$ cat src/rtl/rf_wport_arb_pkg.sv
// Shared defines for the register-file write-port arbiter: widths and holding-buffer states.
package rf_wport_arb_pkg;

    localparam int unsigned REG_W = 5;
    localparam int unsigned XLEN  = 32;

    typedef enum logic [0:0] {
        StEmpty = 1'b0,
        StHeld  = 1'b1
    } hold_state_e;

endpackage

$ cat src/rtl/rf_wport_hold.sv
// One-entry holding buffer for a deferred MDU result, with a saturating wait counter.
module rf_wport_hold
    import rf_wport_arb_pkg::*;
#(
    parameter int unsigned STARVE_MAX = 4
) (
    input  logic             clk,
    input  logic             rst_n,
    input  logic             capture,
    input  logic [REG_W-1:0] cap_rd,
    input  logic [XLEN-1:0]  cap_data,
    input  logic             drain,
    input  logic             inc,
    output logic             valid,
    output logic [REG_W-1:0] rd,
    output logic [XLEN-1:0]  data,
    output logic [7:0]       wait_cnt
);

    localparam logic [7:0] StarveMaxW = 8'(STARVE_MAX);

    hold_state_e      state_q;
    logic [REG_W-1:0] rd_q;
    logic [XLEN-1:0]  data_q;
    logic [7:0]       cnt_q;

    always_ff @(posedge clk) begin
        if (!rst_n) begin
            state_q <= StEmpty;
            rd_q    <= '0;
            data_q  <= '0;
            cnt_q   <= '0;
        end else if (capture) begin
            state_q <= StHeld;
            rd_q    <= cap_rd;
            data_q  <= cap_data;
            cnt_q   <= '0;
        end else if (drain) begin
            state_q <= StEmpty;
            rd_q    <= '0;
            data_q  <= '0;
            cnt_q   <= '0;
        end else if (inc && (cnt_q < StarveMaxW)) begin
            cnt_q <= cnt_q + 8'd1;
        end
    end

    assign valid    = (state_q == StHeld);
    assign rd       = rd_q;
    assign data     = data_q;
    assign wait_cnt = cnt_q;

endmodule

$ cat src/rtl/rf_wport_arb.sv
// Arbitrates the single register-file write port between pipeline writeback and the MDU,
// deferring an MDU result into a one-entry buffer and forcing it out after STARVE_MAX waits.
module rf_wport_arb
    import rf_wport_arb_pkg::*;
#(
    parameter int unsigned STARVE_MAX = 4
) (
    input  logic             clk,
    input  logic             rst_n,
    input  logic             wb_we,
    input  logic [REG_W-1:0] wb_rd,
    input  logic [XLEN-1:0]  wb_wD,
    output logic             wb_stall,
    input  logic             mdu_valid,
    input  logic [REG_W-1:0] mdu_rd,
    input  logic [XLEN-1:0]  mdu_result,
    output logic             mdu_ready,
    output logic             rf_we,
    output logic [REG_W-1:0] rf_wR,
    output logic [XLEN-1:0]  rf_wD,
    output logic             mdu_pend,
    output logic [REG_W-1:0] mdu_pend_rd
);

    localparam logic [7:0] StarveMaxW = 8'(STARVE_MAX);

    logic             buf_valid;
    logic [REG_W-1:0] buf_rd;
    logic [XLEN-1:0]  buf_data;
    logic [7:0]       wait_cnt;
    logic             capture, drain, inc;
    logic             pipe_req, mdu_live;

    // x0 writes from either source are consumed without touching the port.
    assign pipe_req  = wb_we && (wb_rd != '0);
    assign mdu_ready = rst_n && !buf_valid;
    assign mdu_live  = mdu_valid && mdu_ready && (mdu_rd != '0);

    always_comb begin
        rf_we    = 1'b0;
        rf_wR    = '0;
        rf_wD    = '0;
        wb_stall = 1'b0;
        capture  = 1'b0;
        drain    = 1'b0;
        inc      = 1'b0;
        if (rst_n) begin
            if (buf_valid) begin
                if (pipe_req && (wait_cnt < StarveMaxW)) begin
                    rf_we = 1'b1;
                    rf_wR = wb_rd;
                    rf_wD = wb_wD;
                    inc   = 1'b1;
                end else begin
                    // Either the port is free or the wait bound has been reached.
                    rf_we    = 1'b1;
                    rf_wR    = buf_rd;
                    rf_wD    = buf_data;
                    wb_stall = pipe_req;
                    drain    = 1'b1;
                end
            end else if (pipe_req) begin
                rf_we   = 1'b1;
                rf_wR   = wb_rd;
                rf_wD   = wb_wD;
                capture = mdu_live;
            end else if (mdu_live) begin
                rf_we = 1'b1;
                rf_wR = mdu_rd;
                rf_wD = mdu_result;
            end
        end
    end

    rf_wport_hold #(
        .STARVE_MAX (STARVE_MAX)
    ) u_hold (
        .clk      (clk),
        .rst_n    (rst_n),
        .capture  (capture),
        .cap_rd   (mdu_rd),
        .cap_data (mdu_result),
        .drain    (drain),
        .inc      (inc),
        .valid    (buf_valid),
        .rd       (buf_rd),
        .data     (buf_data),
        .wait_cnt (wait_cnt)
    );

    assign mdu_pend    = rst_n && buf_valid;
    assign mdu_pend_rd = mdu_pend ? buf_rd : '0;

endmodule

$ cat config.mk
export PLATFORM = sky130hd
export DESIGN_NAME = rf_wport_arb
export DESIGN_NICKNAME = d
export VERILOG_FILES = /design/src/rtl/rf_wport_arb_pkg.sv /design/src/rtl/rf_wport_hold.sv /design/src/rtl/rf_wport_arb.sv
export SDC_FILE = /design/constraint.sdc
export NUM_CORES = 1
export LEC_CHECK = 0
export BUFFER_PORTS_ARGS = -buffer_cell sky130_fd_sc_hd__buf_2
export CAP_MARGIN = 10
export CORE_MARGIN = 3
export CORE_UTILIZATION = 44
export DETAILED_ROUTE_END_ITERATION = 12
export PLACE_DENSITY = 0.77
export REMOVE_ABC_BUFFERS = 1
export SYNTH_ARGS = -nofsm -noshare
export SYNTH_HDL_FRONTEND = slang
export SYNTH_SLANG_ARGS = --single-unit
$ cat constraint.sdc
create_clock -name clk -period 1.92 [get_ports clk]
set_input_delay 0.288 -clock clk [delete_from_list [all_inputs] [get_ports clk]]
set_output_delay 0.288 -clock clk [all_outputs]
set_load 0.05 [all_outputs]
## Word level (Yosys, flattened, before mapping)

Index checks and enable logic that the tools add are counted.

| operators by class | value |
|---|---|
| multiplexer cells | 33 |
| reduce and logical (&&, ||, !) cells | 12 |
| $lt $le $gt $ge | 1 |
| bitwise logic cells | 1 |
| add/sub/neg operators | 1 |

Operators with widths:

| operator | number |
|---|---|
| $mux 32 | 7 |
| $mux 5 | 8 |
| $mux 1 | 18 |
| $reduce_bool 5->1 | 2 |
| $add 8x1->8 const B | 1 |
| $lt 8x3->1 const B | 1 |
| $logic_and 1x1->1 | 7 |
| $reduce_or 3->1 | 1 |
| $reduce_bool 2->1 | 1 |
| $logic_not 1->1 | 1 |
| $not 1->1 | 1 |

| storage, ports and cells | value |
|---|---|
| logic and storage cells | 52 |
| output and inout bits | 46 |
| input bits | 78 |
| register bits | 46 |

## Depth between registers and ports, before layout

Gate-level depths: netlist of the first run.

| logic depth | value |
|---|---|
| depth after elaboration | 8 |
| mapped depth | 6 |
| mapped depth without buffers | 4 |

## By module

Synthesis of the first run repeated with hierarchy kept, for this count alone.

| second synthesis, totals | value |
|---|---|
| cell total of the unflattened synthesis | 313 |
| area total of the unflattened synthesis | 2782.7 um^2 |

Modules (own cells, without submodules):

| module | sequential area each (um^2) | area each (um^2) | cells each | times used |
|---|---|---|---|---|
| rf_wport_hold | 920.9 | 1436.4 | 113 | 1 |
| rf_wport_arb | 0.0 | 1346.3 | 200 | 1 |

## Worst setup path after synthesis of the first run

No wires, ideal clock.

| timing | value |
|---|---|
| path type | input-to-output |
| from | input port rst_n |
| to | output port rf_wR[3] |
| stages on the path | 5 |
| path buffers | 1 |
| arrival | 3.261 ns |
| required time | 1.632 ns |
| slack | -1.629 ns |
| cells stage by stage | buf_2 > nor2b_1 > and3_1 > a221oi_1 > nor4b_1 |

| on the way | value |
|---|---|
| longest elaborated chain between the ends | 7 |

RTL lines:

| element | RTL line | RTL |
|---|---|---|
| start: declaration | rf_wport_arb.sv:9 | `input logic rst_n,` |
| $logic_and 1x1->1 | rf_wport_arb.sv:36 | `assign mdu_ready = rst_n && !buf_valid;` |
| named net mdu_ready | rf_wport_arb.sv:17 | `output logic mdu_ready,` |
| $logic_and 1x1->1 (2 in a row) | rf_wport_arb.sv:37 | `assign mdu_live = mdu_valid && mdu_ready && (mdu_rd != '0);` |
| $mux 5 | rf_wport_arb.sv:67 | `end else if (mdu_live) begin` |
| $mux 5 | rf_wport_arb.sv:62 | `end else if (pipe_req) begin` |
| $mux 5 | rf_wport_arb.sv:48 | `if (buf_valid) begin` |
| $mux 5 | rf_wport_arb.sv:47 | `if (rst_n) begin` |
| end: declaration | rf_wport_arb.sv:19 | `output logic [REG_W-1:0] rf_wR,` |

The timed path passes the listed nets, and every way through them passes these cells.

## Worst setup path in the final report of the first run

| timing | value |
|---|---|
| from | register u_hold.cnt_q[2], in the netlist u_hold.wait_cnt[2] |
| to | output port rf_wD[11] |

| on the way | value |
|---|---|
| longest elaborated chain between the ends | 5 |

RTL lines:

| element | RTL line | RTL |
|---|---|---|
| start: declaration | rf_wport_hold.sv:25 | `logic [7:0] cnt_q;` |
| start signal: assignment | rf_wport_hold.sv:44 | `cnt_q <= cnt_q + 8'd1;` |
| $lt 8x3->1 | rf_wport_arb.sv:49 | `if (pipe_req && (wait_cnt < StarveMaxW)) begin` |
| $logic_and 1x1->1 | rf_wport_arb.sv:49 |  |
| $mux 32 | rf_wport_arb.sv:49 |  |
| $mux 32 | rf_wport_arb.sv:48 |  |
| $mux 32 | rf_wport_arb.sv:47 |  |
| end: declaration | rf_wport_arb.sv:20 | `output logic [XLEN-1:0] rf_wD,` |

No other way between the ends.

==> flow_summary.json, run 1 <==
{
  "status": "complete, but fails checks",
  "violations": "setup timing",
  "crit_path_end_kind": "primary output",
  "io_buffers": 123,
  "firstDrtPassIters": 4,
  "cts_buffers": 5,
  "period_share": 1.21,
  "ir_drop_mv": 0.438,
  "synth_top_cell_area_share": 0.304,
  "drv_slew": 0,
  "finalHoldViolCount": 0,
  "fin_cells": 568,
  "avgSynthCellArea_um2": 8.79,
  "cts_hold_buf": 0,
  "clk_pin_slew_ns": 0.09,
  "core_um2": 6530,
  "vias": 3242,
  "synth-edff-count": 0,
  "rr_endpoint": "u_hold.data[26]",
  "crit_path_frequent_cell": "buf_4",
  "yosysMostFrequentCell": "dfxtp_1",
  "worstPathArrival_ns": 2.04,
  "p_leak_nw": 2.07,
  "min_to": "u_hold.data[24]",
  "synthDistinctLibCells": 49,
  "hold_depth": 2,
  "path_class": "reg -> out",
  "setup_violations": 82,
  "async_reset_ff_frac": 0,
  "ys_seq_area_frac": 0.304,
  "synthFlopType": "dfxtp_1",
  "cts_sinks": 46,
  "nets": 569,
  "routed_wl_mm": 9.56,
  "num_rows": 29,
  "clock_latency_ns": 0.29,
  "rrSetupSlack_ns": -0.12,
  "drcViolationCount": 0,
  "critPathRequiredTime_ns": 1.63,
  "hp-start": "mdu_result[24]",
  "power_w": 0.00279,
  "synth_area_leaders": "dfxtp_1 (30%), a22o_2 (11%), mux2i_1 (11%)",
  "grt-ovfl-total": 0,
  "min_period_ns": 2.33,
  "cts_buffer_depth": 2,
  "start_kind": "flop",
  "cts_tree": "yes",
  "areaGrowthSynthToFinish_pct": 49.9,
  "syn_inst": 345,
  "crit_fanout": 17,
  "start_util": 0.465,
  "rsz0062_at_grt": "yes",
  "skew_ns": 0.00742,
  "ant_nets": 0,
  "syn-cell-area_um2": 3030,
  "dp.cells": 550,
  "cp_top_family": "buffers and inverters",
  "drive_gt1_frac": 0.509,
  "yosys.area.top_type": "dfxtp_1",
  "ff2ff_path_depth": 9,
  "grt_usage": 0.226,
  "crit_chain": "nor4_4, buf_4, o211ai_4, buf_12, mux2i_1, a211oi_1, buf_4",
  "r2r_start": "u_hold.wait_cnt[2]",
  "grt_first_pass_wirelength_mm": 14.3,
  "hpwl_mm": 6.25,
  "antenna_found_initial": 0,
  "die_w_um": 89.0,
  "tightest_slew_ns": 0.462,
  "die-area_um2": 7930,
  "place.gp.congestion": 0.851,
  "maxCapViolations": 0,
  "grt_max_degree": 42,
  "cts-root-buf": "clkbuf_8",
  "grt_pass1_vias": 3151,
  "powerDensity_nw_per_um2": 615,
  "slew_headroom": 0.688,
  "yosysWarnings": 0,
  "io_pins": 124,
  "finalWorstSetupSlack_ns": -0.413,
  "nFillCells": 528,
  "min_path_type": "in -> reg",
  "cp_slowest_cell": "dfxtp_2",
  "path_buf_inv": 3,
  "htreeDepth": 2,
  "diodes": 0,
  "crit_start": "u_hold.wait_cnt[2]",
  "drtIter0Drc": 108,
  "timing.fmax_mhz": 429,
  "wire_per_inst_um": 16.8,
  "die_y_um": 89.0,
  "yosys_register_bits": 46,
  "slowest_delay_ns": 0.34,
  "via_per_inst": 5.71
}
## layout make-up
class                           instances  area (µm²)  area share
Clock buffer                            5        68.8      0.0151
Clock inverter                          3        47.5      0.0105
Inverter                                4        17.5     0.00385
Multi-Input combinational cell        262        2070       0.456
Sequential cell                        46         926       0.204
Tap cell                               77        96.3      0.0212
Timing Repair Buffer                  171        1320       0.289
## state kept, by name, summed over array words and instances (netlist names)
| register | count |
|---|---|
| u_hold.data | 32 |
| u_hold.rd | 5 |
| u_hold.valid | 1 |
| u_hold.wait_cnt | 8 |
## per-stage QoR
| step | setup WS [ns] | hold WS [ns] | TNS [ns] | util | area [µm²] |
|---|---|---|---|---|---|
| floorplan | -2.47 | 0.414 | -141.24 | - | 2850 |
| global placement | -0.364 | 0.456 | -18.01 | 0.606 | 3960 |
| detailed placement | -0.448 | 0.454 | -20.10 | 0.606 | 3960 |
| CTS | -0.393 | 0.210 | -17.17 | 0.666 | 4350 |
| global route | -0.479 | 0.210 | -23.08 | 0.696 | 4550 |
| finish | -0.413 | 0.220 | -16.47 | 0.696 | 4550 |
## cells in the final DEF (no fill, tap or decap), types with 2 or more instances in the layout
master    count
buf_2        82
buf_4        50
dfxtp_1      44
a21oi_1      33
mux2i_1      33
nand2b_1     33
nand2_1      32
a22o_2       32
buf_6        28
a211oi_1     18
a211oi_2     14
buf_12        8
and2_1        7
and3_1        6
nor2_1        5
clkbuf_8      5
inv_1         3
a221oi_1      3
a22o_1        3
nand3_1       2
nor3_1        2
o21ai_0       2
and3b_1       2
a211o_2       2
inv_6         2
buf_8         2
## cell families after synthesis
group,count (synthesis),share of synthesized area
adders and majority gates,1,0.00412
muxes,33,0.109
DFF,46,0.304
and+or+nand+nor,104,0.188
xor gates and xnor gates,1,0.00289
AOI/OAI and AO/OA,123,0.328
buffers and inverters,37,0.0652
## layer usage
metal	up-vias	GRT usage	part of all wire
met1	1553	0.275	0.42
met4	0	0.0663	0.0079
met5	-	0	0
li1	1579	-	-
met3	6	0.0387	0.043
met2	104	0.409	0.52
## worst register-to-register path: cells and delay by family, from the launching register on
| family | cells | cell delay, ns |
|---|---|---|
| and+or+nand+nor | 1 | 0.27 |
| DFF | 1 | 0.34 |
| buffers and inverters | 5 | 0.82 |
| AOI/OAI and AO/OA | 3 | 0.55 |
## what timing repair did
action,4_1_cts,5_1_grt
setup endpoints to repair,55,84
pin swaps,6,16
gates cloned,2,1
resized for setup,68,37
setup buffers,7,0
## power by group
part | switching (W) | leakage [nW] | internal [W]
sequential | 0.0000239 | 0.376 | 0.000994
clock | 0.000346 | 0.0591 | 0.000397
combinational | 0.000595 | 1.64 | 0.000437
## worst max path at each step
stage / cells after the start / to / slack (ns)
finish: 7 / rf_wD[11] / -0.41
detailed placement: 7 / rf_wD[20] / -0.45
global placement: 7 / rf_wD[18] / -0.36
CTS: 7 / rf_wR[0] / -0.39
floorplan: 4 / rf_wR[3] / -2.47
global route: 7 / rf_wD[11] / -0.48
No activity file was read; power rests on OpenSTA's default activity.
==> inputs of run 2 (changes only) <==
--- a/config.mk
+++ b/config.mk
@@ -11,7 +11,9 @@
 export CORE_UTILIZATION = 44
 export DETAILED_ROUTE_END_ITERATION = 12
 export PLACE_DENSITY = 0.77
+export RECOVER_POWER = 25
 export REMOVE_ABC_BUFFERS = 1
+export SETUP_SLACK_MARGIN = 0.2
 export SYNTH_ARGS = -nofsm -noshare
 export SYNTH_HDL_FRONTEND = slang
 export SYNTH_SLANG_ARGS = --single-unit
==> flow_summary.json, run 2 (synthesis gave the netlist of run 1 again) <==
{
  "clk_pin_slew_ns": 0.09,
  "hp-start": "mdu_result[6]",
  "antenna_found_initial": 0,
  "final_common_cell": "buf_2",
  "largest_reg_flops": 32,
  "grt_usage": 0.230,
  "grt-ovfl-total": 0,
  "critPathRequiredTime_ns": 1.63,
  "place.gp.congestion": 0.851,
  "die_w_um": 89.0,
  "finalHoldViolCount": 0,
  "drive_gt1_frac": 0.511,
  "drcViolationCount": 0,
  "rsz0062_at_grt": "yes",
  "crit_path_end_kind": "primary output",
  "firstDrtPassIters": 4,
  "cts_sinks": 46,
  "wl_met2_mm": 5.26,
  "hpwl_mm": 6.25,
  "ir_drop_mv": 0.449,
  "rrSetupSlack_ns": -0.21,
  "cts-root-buf": "clkbuf_8",
  "tightest_slew_ns": 0.596,
  "clock_latency_ns": 0.30,
  "vias": 3346,
  "crit_fanout": 17,
  "io_pins": 124,
  "place_area_um2": 3960,
  "power_w": 0.00284,
  "nFillCells": 518,
  "wl_met3_um": 490,
  "final_area_um2": 4670,
  "ant_nets": 0,
  "violations": "setup timing",
  "setup_violations": 82,
  "ff2ff_path_depth": 10,
  "r2r_start": "u_hold.wait_cnt[2]",
  "hold_depth": 2,
  "start_kind": "flop",
  "drv_slew": 0,
  "cts_tree": "yes",
  "maxCapViolations": 0,
  "layout_common_cells": "buf_2 (78), buf_4 (50), dfxtp_1 (44)",
  "p_leak_nw": 2.12,
  "routed_wl_mm": 9.94,
  "via_per_inst": 5.85,
  "cts_buffers": 5,
  "maxUsedRoutingLayer": "met4",
  "powerDensity_nw_per_um2": 607,
  "die-area_um2": 7930,
  "nets": 573,
  "slew_headroom": 0.605,
  "period_share": 1.21,
  "skew_ns": 0.00808,
  "areaGrowthSynthToFinish_pct": 54.0,
  "worstPathArrival_ns": 2.04,
  "wl_met1_mm": 4.12,
  "timing.fmax_mhz": 430,
  "path_class": "reg -> out",
  "die_y_um": 89.0,
  "diodes": 0,
  "rr_endpoint": "u_hold.data[12]",
  "grt_pass1_vias": 3189,
  "status": "complete, but fails checks",
  "cts_buffer_depth": 2,
  "start_util": 0.465,
  "drtIter0Drc": 129,
  "min_path_type": "in -> reg",
  "min_period_ns": 2.32,
  "htreeDepth": 2,
  "io_buffers": 123,
  "finalWorstSetupSlack_ns": -0.404,
  "grt_max_degree": 42,
  "grt_first_pass_wirelength_mm": 14.6,
  "wire_per_inst_um": 17.4,
  "num_rows": 29,
  "min_to": "u_hold.data[6]",
  "core_um2": 6530
}
-- run 2: cell types whose count changed in the layout (fill, tap and decap cells not counted) --
cell       before  now
a22o_4          1    4
clkbuf_2        0    1
buf_16          0    1
and3_2          1    0
buf_2          82   78
a22o_2         32   29
buf_8           2    4
clkbuf_1        0    1
clkbuf_16       1    2
clkbuf_4        0    1
and3_4          1    2
buf_12          8    9
-- run 2: critical path, cell delays in order, from the launching register on --
cell and delay, ns:
dfxtp_2 0.35, nor4_4 0.27, buf_4 0.17, o211ai_4 0.13, buf_12 0.19, mux2i_1 0.12, a211oi_1 0.26, buf_4 0.25
-- run 2: how the worst max path moves through the flow --
stage	startpoint	end	slack, ns	cells past startpoint
after floorplan	u_hold.valid	rf_wR[3]	-2.47	4
after global placement	wb_rd[4]	rf_wD[18]	-0.36	7
after detailed placement	wb_rd[4]	rf_wD[20]	-0.45	7
after CTS	u_hold.wait_cnt[2]	rf_wR[0]	-0.39	7
after global routing	u_hold.wait_cnt[2]	rf_wD[11]	-0.48	7
final	u_hold.wait_cnt[2]	rf_wD[11]	-0.40	7
-- run 2: timing repair --
action,in CTS,in global routing
gates resized for setup,72,43
hold buffers,0,0
buffers inserted,8,0
endpoints found under the setup margin,87,87
gates cloned,3,3
pin swaps,6,16
-- run 2: layer usage --
metal  track usage  up-vias
met5             0        -
met4        0.0609        0
met3        0.0387        6
met2         0.419      117
met1         0.280     1628
li1              -     1595
-- run 2: layout make-up --
cell class                 count  area, µm²  share of cell area
multi-input combinational    262       2100               0.450
timing repair buffer         175       1420               0.303
sequential                    46        926               0.198
tap                           77       96.3              0.0206
clock buffer                   5       68.8              0.0147
clock inverter                 3       47.5              0.0102
inverter                       4       17.5             0.00375
-- run 2: power by group --
group	switching [W]	total (W)	leakage (nW)	internal [W]
registers	0.0000260	0.00102	0.376	0.000994
logic	0.000607	0.00107	1.69	0.000463
clock network	0.000351	0.000749	0.0591	0.000398
total	0.000984	0.00284	2.12	0.00185
-- run 2: stage by stage --
step	cells	TNS (ns)	utilization	setup WS (ns)	hold WS (ns)
floorplan	312	-141.24	-	-2.47	0.414
global placement	550	-18.01	0.606	-0.364	0.456
detailed placement	550	-20.10	0.606	-0.448	0.454
CTS	569	-20.06	0.677	-0.393	0.210
global route	572	-25.37	0.715	-0.480	0.210
finish	572	-18.94	0.715	-0.404	0.220
